===== config.mk =====
export PLATFORM = sky130hd
export DESIGN_NAME = shape_editor
export DESIGN_NICKNAME = d
export VERILOG_FILES = /design/src/rtl/shape_editor_pkg.sv /design/src/rtl/step_sat_wrap.sv /design/src/rtl/shape_editor.sv
export SDC_FILE = /design/constraint.sdc
export NUM_CORES = 1
export LEC_CHECK = 0
export CORE_UTILIZATION = 25
export CTS_BUF_LIST = sky130_fd_sc_hd__clkbuf_2 sky130_fd_sc_hd__clkbuf_4 sky130_fd_sc_hd__clkbuf_8
export CTS_CLUSTER_SIZE = 20
export DETAILED_ROUTE_END_ITERATION = 7
export GPL_ROUTABILITY_DRIVEN = 0
export GPL_TIMING_DRIVEN = 0
export MAX_ROUTING_LAYER = met4
export SETUP_SLACK_MARGIN = 0.1
export SLEW_MARGIN = 20
export SYNTH_ARGS = -nofsm -noshare
export SYNTH_HDL_FRONTEND = slang
export SYNTH_SLANG_ARGS = --single-unit
export TNS_END_PERCENT = 1

===== constraint.sdc =====
create_clock -name clk -period 18.06 [get_ports clk]
set_input_delay 3.612 -clock clk [delete_from_list [all_inputs] [get_ports clk]]
set_output_delay 3.612 -clock clk [all_outputs]
set_load 0.005 [all_outputs]

===== src/rtl/shape_editor_pkg.sv =====
// shape_pkg: shared enums and angle bounds for the shape edit engine
package shape_pkg;
  typedef enum logic [1:0] {MOVE, XFORM, MANAGE, COLOR} edit_mode_t;
  typedef enum logic [1:0] {IDLE, APPLY, SELECT, DONE} edit_state_t;
  localparam int ANG_MIN = -180;
  localparam int ANG_MAX = 179;
endpackage


===== src/rtl/step_sat_wrap.sv =====
// step_sat_wrap: next value one step up and one step down, saturated or wrapped into [lo, hi]
module step_sat_wrap #(
  parameter int W = 16
) (
  input  logic [W-1:0] val_i,
  input  logic [W-1:0] step_i,
  input  logic [W-1:0] lo_i,
  input  logic [W-1:0] hi_i,
  input  logic         wrap_i,
  output logic [W-1:0] inc_o,
  output logic [W-1:0] dec_o
);
  logic signed [W:0] v, s, l, h, span, up, dn;
  assign v    = {val_i[W-1], val_i};
  assign s    = {1'b0, step_i};
  assign l    = {lo_i[W-1], lo_i};
  assign h    = {hi_i[W-1], hi_i};
  assign span = h - l + (W+1)'(1);
  assign up   = v + s;
  assign dn   = v - s;
  assign inc_o = W'(up > h ? (wrap_i ? up - span : h) : up);
  assign dec_o = W'(dn < l ? (wrap_i ? dn + span : l) : dn);
endmodule


===== src/rtl/shape_editor.sv =====
// shape_editor: frame-synchronised edit engine for the per-slot shape property registers
module shape_editor
  import shape_pkg::*;
#(
  parameter int NSHP      = 4,
  parameter int INTW      = 16,
  parameter int PIXLW     = 12,
  parameter int SCR_W     = 800,
  parameter int SCR_H     = 600,
  parameter int NTYPE     = 4,
  parameter int SIZE_MAX  = 255,
  parameter int INIT_SIZE = 10
) (
  input  logic                     clk,
  input  logic                     rst,
  input  logic                     frame,
  input  logic [1:0]               mode,
  input  logic [1:0]               mag,
  input  logic                     l_p,
  input  logic                     r_p,
  input  logic                     u_p,
  input  logic                     d_p,
  input  logic                     l_once,
  input  logic                     r_once,
  input  logic                     c_once,
  input  logic [PIXLW-1:0]         pick_color,
  output logic                     done,
  output logic [$clog2(NSHP)-1:0]  sel,
  output logic [INTW-1:0]          count,
  output logic [NSHP-1:0]          active,
  output logic [NSHP*INTW-1:0]     shp_ty,
  output logic [NSHP*INTW-1:0]     shp_x,
  output logic [NSHP*INTW-1:0]     shp_y,
  output logic [NSHP*INTW-1:0]     shp_size,
  output logic [NSHP*INTW-1:0]     shp_angle,
  output logic [NSHP*PIXLW-1:0]    shp_color
);
  localparam int SW = $clog2(NSHP);

  edit_state_t      state_q;
  edit_mode_t       mode_q;
  logic [INTW-1:0]  x_q [NSHP];
  logic [INTW-1:0]  y_q [NSHP];
  logic [INTW-1:0]  size_q [NSHP];
  logic [INTW-1:0]  ang_q [NSHP];
  logic [INTW-1:0]  ty_q [NSHP];
  logic [PIXLW-1:0] col_q [NSHP];
  logic [NSHP-1:0]  act_q;
  logic [INTW-1:0]  cnt_q;
  logic [SW-1:0]    sel_q, scan_q, free_d;
  logic             done_q, free_ok_d;
  logic [INTW-1:0]  step;
  logic [INTW-1:0]  x_inc, x_dec, y_inc, y_dec, s_inc, s_dec, a_inc, a_dec;
  logic [INTW-1:0]  x_d, y_d, size_d, ang_d, ty_d;

  function automatic logic [SW-1:0] nxt(input logic [SW-1:0] v);
    return (v == SW'(NSHP-1)) ? '0 : v + SW'(1);
  endfunction

  assign step = INTW'(1) << mag;

  step_sat_wrap #(.W(INTW)) u_x (
    .val_i(x_q[sel_q]), .step_i(step), .lo_i('0), .hi_i(INTW'(SCR_W-1)),
    .wrap_i(1'b0), .inc_o(x_inc), .dec_o(x_dec));
  step_sat_wrap #(.W(INTW)) u_y (
    .val_i(y_q[sel_q]), .step_i(step), .lo_i('0), .hi_i(INTW'(SCR_H-1)),
    .wrap_i(1'b0), .inc_o(y_inc), .dec_o(y_dec));
  step_sat_wrap #(.W(INTW)) u_size (
    .val_i(size_q[sel_q]), .step_i(step), .lo_i(INTW'(1)), .hi_i(INTW'(SIZE_MAX)),
    .wrap_i(1'b0), .inc_o(s_inc), .dec_o(s_dec));
  step_sat_wrap #(.W(INTW)) u_ang (
    .val_i(ang_q[sel_q]), .step_i(step), .lo_i(INTW'(ANG_MIN)), .hi_i(INTW'(ANG_MAX)),
    .wrap_i(1'b1), .inc_o(a_inc), .dec_o(a_dec));

  // Candidate values for the selected slot; left/up win over right/down
  always_comb begin
    x_d    = l_p ? x_dec : r_p ? x_inc : x_q[sel_q];
    y_d    = u_p ? y_dec : d_p ? y_inc : y_q[sel_q];
    ang_d  = l_p ? a_dec : r_p ? a_inc : ang_q[sel_q];
    size_d = u_p ? s_inc : d_p ? s_dec : size_q[sel_q];
    ty_d   = !c_once ? ty_q[sel_q] :
             (ty_q[sel_q] >= INTW'(NTYPE-1)) ? '0 : ty_q[sel_q] + INTW'(1);
  end

  // Lowest inactive slot, searched from the top so the lowest index wins
  always_comb begin
    free_ok_d = 1'b0;
    free_d    = '0;
    for (int k = NSHP-1; k >= 0; k--) begin
      if (!act_q[k]) begin
        free_ok_d = 1'b1;
        free_d    = SW'(k);
      end
    end
  end

  // Edit FSM holding all slot registers; one edit per accepted frame
  always_ff @(posedge clk or negedge rst) begin
    if (!rst) begin
      state_q <= IDLE;
      mode_q  <= MOVE;
      done_q  <= 1'b0;
      sel_q   <= '0;
      scan_q  <= '0;
      cnt_q   <= INTW'(1);
      act_q   <= NSHP'(1);
      for (int k = 0; k < NSHP; k++) begin
        x_q[k]    <= (k == 0) ? INTW'(SCR_W/2) : '0;
        y_q[k]    <= (k == 0) ? INTW'(SCR_H/2) : '0;
        size_q[k] <= (k == 0) ? INTW'(INIT_SIZE) : '0;
        ang_q[k]  <= '0;
        ty_q[k]   <= '0;
        col_q[k]  <= (k == 0) ? '1 : '0;
      end
    end else begin
      done_q <= 1'b0;
      case (state_q)
        IDLE: begin
          if (frame) begin
            mode_q  <= edit_mode_t'(mode);
            state_q <= APPLY;
          end
        end
        APPLY: begin
          state_q <= DONE;
          case (mode_q)
            MOVE: begin
              x_q[sel_q] <= x_d;
              y_q[sel_q] <= y_d;
            end
            XFORM: begin
              ang_q[sel_q]  <= ang_d;
              size_q[sel_q] <= size_d;
              ty_q[sel_q]   <= ty_d;
            end
            COLOR: begin
              if (c_once) col_q[sel_q] <= pick_color;
            end
            MANAGE: begin
              if (l_once) begin
                if (cnt_q > INTW'(1)) begin
                  act_q[sel_q] <= 1'b0;
                  col_q[sel_q] <= '0;
                  cnt_q        <= cnt_q - INTW'(1);
                  scan_q       <= nxt(sel_q);
                  state_q      <= SELECT;
                end
              end else if (r_once) begin
                if (free_ok_d) begin
                  x_q[free_d]    <= INTW'(SCR_W/2);
                  y_q[free_d]    <= INTW'(SCR_H/2);
                  size_q[free_d] <= INTW'(INIT_SIZE);
                  ang_q[free_d]  <= '0;
                  ty_q[free_d]   <= '0;
                  col_q[free_d]  <= '1;
                  act_q[free_d]  <= 1'b1;
                  cnt_q          <= cnt_q + INTW'(1);
                  sel_q          <= free_d;
                end
              end else if (c_once) begin
                scan_q  <= nxt(sel_q);
                state_q <= SELECT;
              end
            end
          endcase
        end
        SELECT: begin
          if (act_q[scan_q]) begin
            sel_q   <= scan_q;
            state_q <= DONE;
          end else begin
            scan_q <= nxt(scan_q);
            if (nxt(scan_q) == sel_q) state_q <= DONE;
          end
        end
        DONE: begin
          done_q  <= 1'b1;
          state_q <= IDLE;
        end
      endcase
    end
  end

  assign done   = done_q;
  assign sel    = sel_q;
  assign count  = cnt_q;
  assign active = act_q;

  for (genvar k = 0; k < NSHP; k++) begin : g_pack
    assign shp_x[k*INTW +: INTW]      = x_q[k];
    assign shp_y[k*INTW +: INTW]      = y_q[k];
    assign shp_size[k*INTW +: INTW]   = size_q[k];
    assign shp_angle[k*INTW +: INTW]  = ang_q[k];
    assign shp_ty[k*INTW +: INTW]     = ty_q[k];
    assign shp_color[k*PIXLW +: PIXLW] = col_q[k];
  end
endmodule


==> metrics.cfg <==
[timing]
rsz0062_at_grt = no
tightest_slew_ns = 1.079
slew_headroom = 0.2718
layout_min_cycle_time_ns = 9.442
fin_crit_sh = 0.5228
hold_viol = 0
drv_slew = 0
finalSetupViolCount = 0
finalClockSkew_ns = 0.04931
max_freq_mhz = 105.9

[clocking]
clk_pin_slew_ns = 0.06
cts-resized-gates = 0
cts_tree = yes
post_cts_buffers = 0
ctsLongestPathBuffers = 3
clock_tree.root_cell = clkbuf_8
clock_sink_count = 397
cts_made_buffers = 77
h-tree-depth = 3
cts_hold_buf = 0
clk_latency_ns = 0.73

[route]
drc = 0
viasPerCell = 5.341
drtPass1Iterations = 6
wl_per_cell_um = 24.73
via_count = 22652
antenna_left = 0
wl_um = 104900
drt_iter0_drc = 2222

[synthesis]
synth.most_common_cell = dfrtp_1
synthTopCellsByArea = dfrtp_1, mux4_2, o21ai_0, a22o_1, nand2_1
yosys-top-cells-count = dfrtp_1, nand2_1, o21ai_0
synth_area_per_cell_um2 = 9.596
async_reset_ff_frac = 1.000
yosys.area.top_type = dfrtp_1
yosys_warnings = 0
synth_edf_count = 0
yosysSeqAreaShare = 0.4257
synth_top_cell_area_share = 0.3999
yosys.area_share.simple = 0.1503
synthDistinctLibCells = 92
synth_cells = 2439
synth-compound-area-share = 0.2226
synth-xor-area-share = 0.03854
synth_flop_cell = dfrtp_1
synth_nets = 2524
ys_seq_elements = 397
synth_top_family_by_area = compound AO/OA/AOI/OAI gates
yosys.area_share.adder = 0.03411
syn_area_mm2 = 0.02340
muxShareOfSynthArea = 0.08901

[global_routing]
antenna_found_initial = 2
overflow = 0
grt_pass1_vias = 21507
grtUsageTotal = 0.2216
grt_max_degree = 95
grt_pass1_wl_um = 150200

[pwr]
p_int_mw = 3.257
p_per_area_mw_per_mm2 = 197.7
p_leak_nw = 12.32
swShare = 0.4663
p_seq_frac = 0.246
netSwitchingPower_mw = 2.846
vdd_drop_max_mv = 0.09261
finalPower_mw = 6.103
p_clk_frac = 0.160
combPwrFrac = 0.594

[critical_path]
worstSetupPathType = flop to flop
rrSetupSlack_ns = 8.62
endpoint_kind = flop
path_max_fanout = 10
cp.arrival_ns = 10.01
cp-start-kind = flop
r2r-start = sel[1]$_DFFE_PN0P_
rr_worst_depth = 20
r2r_end = shp_y[60]$_DFFE_PN0P_
cp_data_required_time_ns = 18.63

[job]
max_cap_violations = 0

[final_layout]
seq_area_mm2 = 0.009963
final_area_mm2 = 0.03087
areaGrowthSynthToFinish_pct = 31.90
nFillCells = 9587
drive_gt1_frac = 0.1081
final_nets = 3021
multiInputGateArea_mm2 = 0.01252

[floorplanning]
num_rows = 111
die_w_um = 308.0
die_area_mm2 = 0.09485
initial_core_util = 0.2538
ioPinCount = 417
die_y_um = 308.0
core_area_mm2 = 0.09222

[place]
hpwl_um = 78850
port_buffers = 413
dpl_cell_area_mm2 = 0.02923

[run_status]
status = finished, final reports clean

[min_path]
min_from = shp_color[35]$_DFFE_PN0P_
min_delay_path_depth = 2
holdPathEnd = shp_color[35]$_DFFE_PN0P_
min_path_type = flop to flop

-- critical path: stages, from the launching register on --
cell	delay [ns]
dfrtp_1	0.67
buf_2	0.50
buf_2	0.57
buf_2	0.48
buf_2	0.53
buf_1	0.68
clkbuf_2	0.67
clkbuf_2	0.65
mux4_2	0.47
ha_1	0.33
clkbuf_1	0.21
o311ai_0	0.89
nand2_1	0.29
nor2b_1	0.34
nand2b_1	0.15
a31oi_1	0.12
a31oi_1	0.55
buf_2	0.35
nor2_1	0.09
a31oi_1	0.51
o21ai_0	0.17
-- power by group through the flow --
stage                     Combinational, mW  Clock (mW)  Sequential, mW
after floorplan                        2.11           0            1.42
after global placement                 3.55           0            1.51
after detailed placement               3.57           0            1.51
after CTS                              3.59       0.993            1.50
after global routing                   3.89        1.03            1.54
final                                  3.62       0.975            1.50
-- worst max path at each step --
stage                                            to                from  cells past startpoint  slack, ns
final                         shp_y[60]$_DFFE_PN0P_  sel[1]$_DFFE_PN0P_                     20       8.62
after global routing          shp_y[44]$_DFFE_PN0P_  sel[1]$_DFFE_PN0P_                     20       8.43
after CTS                     shp_y[60]$_DFFE_PN0P_  sel[1]$_DFFE_PN0P_                     20       8.84
after detailed placement      shp_y[60]$_DFFE_PN0P_  sel[1]$_DFFE_PN0P_                     20       8.85
after global placement        shp_y[26]$_DFFE_PN0P_                 rst                      1      -5.15
after floorplan           shp_angle[13]$_DFFE_PN0P_              mag[0]                     16      10.52
-- placed cells by master (no fill, tap or decap), types with 64 or more instances in the layout --
master and count:
dfrtp_1 374, mux4_2 82, clkdlybuf4s50_1 412, a22o_1 141
clkbuf_1 117, nand2_1 322, xnor2_1 75, nor2_1 146
a21oi_1 147, inv_1 64, o21ai_0 270, clkbuf_8 88
-- routing by layer --
| metal | vias up | global-route usage | wire, um |
|---|---|---|---|
| met4 | 0 | 0.08215 | 3884 |
| met2 | 1047 | 0.3495 | 49650 |
| met1 | 11428 | 0.2761 | 42780 |
| met3 | 208 | 0.05051 | 8557 |
| met5 | - | - | 0 |
| li1 | 9969 | - | - |
-- final cells by class --
| class | instances | area share |
|---|---|---|
| Sequential cell | 397 | 0.3227 |
| Timing Repair Buffer | 418 | 0.1381 |
| Antenna cell | 2 | 0.0001621 |
| Tap cell | 1243 | 0.05038 |
| Buffer | 162 | 0.02205 |
| Inverter | 67 | 0.008146 |
| Multi-Input combinational cell | 1813 | 0.4054 |
| Clock inverter | 20 | 0.006201 |
| Clock buffer | 119 | 0.04677 |
-- registers in the layout, summed over array words and instances, names as in the netlist, 2 cells and up --
| signal | cells |
|---|---|
| count | 16 |
| state_q | 2 |
| shp_size | 64 |
| sel | 2 |
| shp_ty | 64 |
| shp_y | 64 |
| mode_q | 2 |
| shp_color | 48 |
| scan_q | 2 |
| active | 4 |
| shp_angle | 64 |
| shp_x | 64 |
-- through the flow --
stage,util,std cells,setup slack [ns],hold WS (ns),TNS (ns)
floorplan,-,2439,10.52,0.4550,0
global placement,0.3155,4095,-5.149,0.4619,-1886.74
detailed placement,0.3170,4100,8.853,0.4699,0
CTS,0.3347,4239,8.841,0.4812,0
global route,0.3348,4241,8.426,0.4990,0
finish,0.3348,4241,8.618,0.4747,0
-- kinds of logic (layout without fill, tap and decap cells) --
family,after synthesis,in the layout
AO/OA/AOI/OAI,795,795
AND/OR/NAND/NOR,751,751
flip-flops,397,397
buffers and inverters,229,786
multiplexers,105,105
XOR/XNOR,103,103
adder cells (fa/ha/maj),59,59
other,0,2
No activity file was read; power rests on OpenSTA's default activity.
